**config.mk**
```make
export PLATFORM = sky130hd
export DESIGN_NAME = ring_out_arbiter
export DESIGN_NICKNAME = d
export VERILOG_FILES = /design/src/rtl/ring_arb_pkg.sv /design/src/rtl/ring_out_arbiter_rr_pick.sv /design/src/rtl/ring_out_arbiter.sv
export SDC_FILE = /design/constraint.sdc
export NUM_CORES = 1
export LEC_CHECK = 0
export CAP_MARGIN = 10
export CORE_MARGIN = 1
export CORE_UTILIZATION = 47
export CTS_CLUSTER_DIAMETER = 200
export DETAILED_ROUTE_END_ITERATION = 6
export HOLD_SLACK_MARGIN = 0.05
export PLACE_DENSITY = 0.87
export RECOVER_POWER = 100
export SETUP_SLACK_MARGIN = 0.15
export SLEW_MARGIN = 5
export SYNTH_ARGS = -nofsm -noshare
export SYNTH_HDL_FRONTEND = slang
export SYNTH_HIERARCHICAL = 1
export SYNTH_SLANG_ARGS = --single-unit
export TNS_END_PERCENT = 5
```
**constraint.sdc**
```tcl
create_clock -name clk -period 5 [get_ports clk]
set_clock_uncertainty 0.15 [all_clocks]
set_input_delay 0.5 -clock clk [delete_from_list [all_inputs] [get_ports clk]]
set_output_delay 0.5 -clock clk [all_outputs]
set_load 0.01 [all_outputs]
```
**src/rtl/ring_arb_pkg.sv**
```systemverilog
`default_nettype none
// ============================================================================
// Module   : ring_arb_pkg
// Brief    : Shared types, constants and helpers for the ring output arbiter.
// Revision : 1.0
// ============================================================================
package ring_arb_pkg;

    localparam int FLIT_W_DEFAULT = 8;
    localparam int TAIL_BIT       = FLIT_W_DEFAULT - 1;
    localparam int FLIT_W_MAX     = 64;

    localparam logic [0:0] ST_IDLE = 1'b0;
    localparam logic [0:0] ST_LOCK = 1'b1;

    typedef enum logic {
        IDLE = ST_IDLE,
        LOCK = ST_LOCK
    } arb_state_e;

    // Tail flag lives in the MSB of a flit of the given width.
    function automatic logic is_tail(input logic [FLIT_W_MAX-1:0] flit, input int width);
        return |(flit & ({{(FLIT_W_MAX-1){1'b0}}, 1'b1} << (width - 1)));
    endfunction

endpackage
`default_nettype wire

```
**src/rtl/ring_out_arbiter_rr_pick.sv**
```systemverilog
`default_nettype none
// ============================================================================
// Module   : rr_pick
// Brief    : Combinational rotating priority encoder; lowest distance from
//            ptr (wrapping at N) among asserted requests wins.
// Revision : 1.0
// ============================================================================
module rr_pick #(
    parameter int N = 3
) (
    input  logic [N-1:0]         req,
    input  logic [$clog2(N)-1:0] ptr,
    output logic [$clog2(N)-1:0] gnt_id,
    output logic                 gnt_vld
);

    localparam int ID_W = $clog2(N);

    int w_dist;
    int w_best;

    always_comb begin
        gnt_id  = '0;
        gnt_vld = 1'b0;
        w_dist  = 0;
        w_best  = 0;
        for (int i = 0; i < N; i++) begin
            w_dist = (i >= int'(ptr)) ? (i - int'(ptr)) : (i + N - int'(ptr));
            if (req[i] && (!gnt_vld || (w_dist < w_best))) begin
                gnt_id  = ID_W'(i);
                gnt_vld = 1'b1;
                w_best  = w_dist;
            end
        end
    end

endmodule
`default_nettype wire

```
**src/rtl/ring_out_arbiter.sv**
```systemverilog
`default_nettype none
// ============================================================================
// Module   : ring_out_arbiter
// Brief    : Packet-level round-robin arbiter feeding one downstream FIFO
//            write port from NUM_REQ first-word-fall-through FIFOs.
// Revision : 1.0
// ============================================================================
module ring_out_arbiter
    import ring_arb_pkg::*;
#(
    parameter int NUM_REQ     = 3,
    parameter int WIDTH       = 8,
    parameter int MAX_PKT_LEN = 16
) (
    input  logic                       clk,
    input  logic                       rst,
    input  logic [NUM_REQ-1:0]         iNotEmpty,
    input  logic [WIDTH-1:0]           iRdDat [NUM_REQ],
    output logic [NUM_REQ-1:0]         oRdEn,
    input  logic                       iFul,
    output logic                       oWrEn,
    output logic [WIDTH-1:0]           oWrDat,
    output logic [$clog2(NUM_REQ)-1:0] oGntId,
    output logic                       oLocked,
    output logic                       oErr
);

    localparam int ID_W = $clog2(NUM_REQ);

    logic [0:0]      r_state;
    logic [ID_W-1:0] r_rr_ptr;
    logic [ID_W-1:0] r_lock_id;
    logic [ID_W-1:0] r_gnt_id;
    logic [7:0]      r_flit_cnt;
    logic            r_err;

    logic [ID_W-1:0] w_pick_id;
    logic            w_pick_vld;
    logic [ID_W-1:0] w_gid;
    logic [ID_W-1:0] w_gid_inc;
    logic            w_req_vld;
    logic            w_xfer;
    logic            w_tail;
    logic [7:0]      w_cnt_inc;
    logic [WIDTH-1:0] w_wr_dat;

    rr_pick #(
        .N (NUM_REQ)
    ) u_pick (
        .req     (iNotEmpty),
        .ptr     (r_rr_ptr),
        .gnt_id  (w_pick_id),
        .gnt_vld (w_pick_vld)
    );

    // While locked only the owning requester is eligible, regardless of others.
    assign w_gid     = (r_state == ST_LOCK) ? r_lock_id : w_pick_id;
    assign w_req_vld = (r_state == ST_LOCK) ? iNotEmpty[r_lock_id] : w_pick_vld;
    assign w_xfer    = w_req_vld & ~iFul & ~rst;
    assign w_wr_dat  = iRdDat[w_gid];
    assign w_tail    = is_tail(FLIT_W_MAX'(w_wr_dat), WIDTH);
    assign w_gid_inc = (w_gid == ID_W'(NUM_REQ - 1)) ? '0 : (w_gid + 1'b1);
    assign w_cnt_inc = (r_flit_cnt == 8'hFF) ? 8'hFF : (r_flit_cnt + 8'd1);

    generate
        for (genvar i = 0; i < NUM_REQ; i++) begin : g_rden
            assign oRdEn[i] = w_xfer & (w_gid == ID_W'(i));
        end
    endgenerate

    assign oWrEn   = w_xfer;
    assign oWrDat  = w_wr_dat;
    assign oGntId  = r_gnt_id;
    assign oLocked = (r_state == ST_LOCK);
    assign oErr    = r_err;

    always_ff @(posedge clk or posedge rst) begin
        if (rst) begin
            r_state    <= ST_IDLE;
            r_rr_ptr   <= '0;
            r_lock_id  <= '0;
            r_gnt_id   <= '0;
            r_flit_cnt <= 8'd0;
            r_err      <= 1'b0;
        end else if (w_xfer) begin
            r_gnt_id <= w_gid;
            if (r_state == ST_IDLE) begin
                if (w_tail) begin
                    r_rr_ptr <= w_gid_inc;
                end else begin
                    r_state    <= ST_LOCK;
                    r_lock_id  <= w_gid;
                    r_flit_cnt <= 8'd1;
                end
            end else if (w_tail) begin
                r_state    <= ST_IDLE;
                r_rr_ptr   <= w_gid_inc;
                r_flit_cnt <= 8'd0;
            end else begin
                r_flit_cnt <= w_cnt_inc;
                if (w_cnt_inc >= 8'(MAX_PKT_LEN)) begin
                    r_err <= 1'b1;
                end
            end
        end
    end

endmodule
`default_nettype wire
```
==> reports/results.tsv <==
stage	metric	value	unit
synth	yosys synthesis warning count	6	
min_path	hold-critical path depth	1	
pwr	Pint	0.594	mW
pwr	Reg power frac	0.208	
pwr	clock power share	0.083	
drt	drt drc	0	
grt	initial antenna violation count	0	
final_layout	# diodes	0	
final_layout	layout cells sized above 1	0.124	
die	Die X	59.2	um
synth	ys flop type	dfrtp_1	
synth	post-synthesis cell count	184	
drt	via count	1589	
drt	wire length per cell	14.8	um
pwr	PD cells	513	mW/mm2
placement	dpl cells	273	
clocking	Worst-path clk slew	0.10	ns
placement	IO buf count	45	
die	FP Rows	20	
worst_setup_path	Crit. End Element	primary output	
placement	gpl congestion	0.959	
worst_setup_path	WS Path Type	register to primary output	
drt	DRT Wirelength	4110	um
synth	top cell type by total area after synthesis	dfrtp_1	
outcome	status	finished, violations left	
die	Die Height	59.2	um
sta	RSZ-0062 raised after global routing	yes	
placement	Worst Setup Slack post-DPL	0.146	ns
flow_run	MaxCap Viol Count	1	
final_layout	Post-Layout Cell Count	278	
die	I/O pins	46	
final_layout	area growth from synthesis to layout	37.6	%
sta	Hold WS	0.315	ns
placement	DP Area	0.00206	mm2
drt	Pre-antenna DRT Iters	4	
worst_setup_path	reg2reg path depth	17	
pwr	Leak	0.981	nW
clocking	CTS Root Cell	clkbuf_4	
clocking	CTS max path bufs	2	
sta	Fin. Hold Viols	0	
clocking	clock latency on the worst-skew pair	0.29	ns
die	area of the core	0.00308	mm2
clocking	clock sink count	16	
min_path	Hold Path Class	register to register	
sta	period utilisation layout	0.973	
pwr	Total Power	1.09	mW
sta	worst setup margin	0.134	ns
worst_setup_path	Startpoint Class	register	
sta	final count of pins violating max slew	12	
pwr	Comb power frac	0.709	
outcome	failing checks	max-capacitance violations, max-slew violations	
drt	DRT antenna net count	0	
sta	final setup vio count	0	
pwr	sw frac	0.453	
sta	Achievable Freq	205	MHz
clocking	CTS tree	yes	
grt	first-pass GRT wire length	6840	um
synth	post-synth top area share	0.260	
grt	largest net degree at the start of global routing	17	
final_layout	Nets	277	
pwr	worst vdd ir	0.400	mV
clocking	htree depth	1	
synth	Distinct cells, synth	51	
drt	DR vias/cell	5.72	
clocking	CTS buffer count	3	
synth	Post-synth EDFFs	0	
synth	Avg Cell Area, Syn	8.36	um2
sta	worst-margin pin slew	1.55	ns
drt	First DRT Iteration DRCs	102	
grt	Overflow after GRT	0	
placement	DP HPWL	3120	um
die	initial core utilization	0.500	
grt	vias in the first global route	1610	
pwr	Sw Pwr	0.492	mW
sta	Period minus WS final	4.87	ns
worst_setup_path	flop2flop setup slack	0.77	ns
sta	slew margin rel.	-0.0406	
synth	Synth Cell Area	0.00154	mm2
synth	post-synth net total	226	
synth	sequential share of the synthesized area	0.260	
final_layout	final instance area	0.00212	mm2
worst_setup_path	Critical Path AT	4.22	ns
die	die area	0.00350	mm2
grt	GRT Total Usage	0.252	
synth	ys async rst share	1.00	
worst_setup_path	worst path required time	4.35	ns
synth	#FFs+latches synth	16	
clocking	Post-CTS Hold Buffers	0	
worst_setup_path	crit path max fanout	9	
synth	main area contributors after synthesis	dfrtp_1 26%, ha_1 9.8%, nand2_1 6.8%, mux2i_1 6.5%, o21ai_0 6.5%	
through the flow:
step	setup TNS [ns]	util
final	0	0.687
after global routing	-0.540	0.687
after CTS	0	0.680
after detailed placement	0	0.668
after global placement	0	0.668
after floorplan	0	-
flip-flops by register name (all words and copies together), names as in the netlist:
name	count
oErr	1
oGntId	2
oLocked	1
r_flit_cnt	8
r_lock_id	2
r_rr_ptr	2
power groups by stage:
stage	registers, mW	logic [mW]	clock network (mW)
3_3_place_gp	0.223	0.734	0
3_5_place_dp	0.225	0.745	0
2_1_floorplan	0.197	0.492	0
6_report	0.226	0.770	0.0905
5_1_grt	0.233	0.847	0.0977
4_1_cts	0.223	0.756	0.0911
logic make-up (layout without fill, tap and decap cells):
| kind of cell | after synthesis | in the layout | share of synthesized area |
|---|---|---|---|
| AND/OR/NAND/NOR | 72 | 72 | 0.238 |
| AO/OA/AOI/OAI | 50 | 50 | 0.240 |
| buffers and inverters | 18 | 68 | 0.0529 |
| multiplexers | 16 | 16 | 0.111 |
| flip-flops | 16 | 16 | 0.260 |
| adder cells (fa/ha/maj) | 12 | 12 | 0.0976 |
Yosys cell counts (2+ instances only):
master    count
a21o_1        2
a21oi_1       5
a22o_1        2
a31oi_1       3
and3_1        6
clkbuf_1      3
dfrtp_1      16
ha_1         12
inv_1        10
mux2_1        3
mux2_2        2
mux2i_1      10
nand2_1      28
nand2b_1      2
nand3_1       5
nor2_1       11
nor2b_1       4
nor3_1        4
nor4_1        2
o211ai_1      2
o21ai_0      20
o21ai_1       2
o31ai_1       2
cell usage in the layout (no fill, tap or decap), drive strengths merged, types with 6 or more instances in the layout:
| cell type | n |
|---|---|
| buf | 8 |
| nand2 | 28 |
| inv | 11 |
| o21ai | 23 |
| mux2i | 11 |
| nor2 | 11 |
| clkdlybuf4s50 | 38 |
| nand3 | 6 |
| ha | 12 |
| and3 | 6 |
| dfrtp | 16 |
path summary, 6_finish.rpt:
path                              from            end
min reg2reg                       oErr           oErr
min                               oErr           oErr
max reg2reg                r_rr_ptr[0]   r_lock_id[1]
max                        r_rr_ptr[0]       oRdEn[0]
min in group asynchronous          rst  r_flit_cnt[7]
max in group asynchronous          rst   r_lock_id[1]
area by class of cell:
cell class	instances	area [um2]
sequential	16	400
timing repair buffer	53	518
fill	237	962
tap	44	55.1
clock buffer	4	36.3
multi-input combinational	150	1060
inverter	11	41.3
routing by layer:
layer  GRT usage  routed length, um  vias to the layer above
li1            -                  -                      771
met5           0                  0                        -
met4      0.0646                 32                        0
met3      0.0742                357                        6
met2       0.437               1980                       96
met1       0.304               1730                      716
critical path, stage by stage (launching register included):
cell,delay [ns]
dfrtp_1,0.46
inv_1,0.11
ha_1,0.24
ha_1,0.36
a2111oi_4,0.42
o21ai_1,0.10
o31a_2,0.12
ha_1,0.27
o21ai_1,0.18
nor4_1,0.07
o22a_2,0.25
mux2i_2,0.19
buf_4,0.22
nor2b_1,0.18
and3_1,0.19
clkdlybuf4s50_1,0.55
repair_timing:
action / 4_1_cts / 5_1_grt
pin swaps: 0 / 1
endpoints found under the setup margin: 9 / 11
resized for setup: 2 / 7
setup buffers: 0 / 1
No activity file was read; power rests on OpenSTA's default activity.
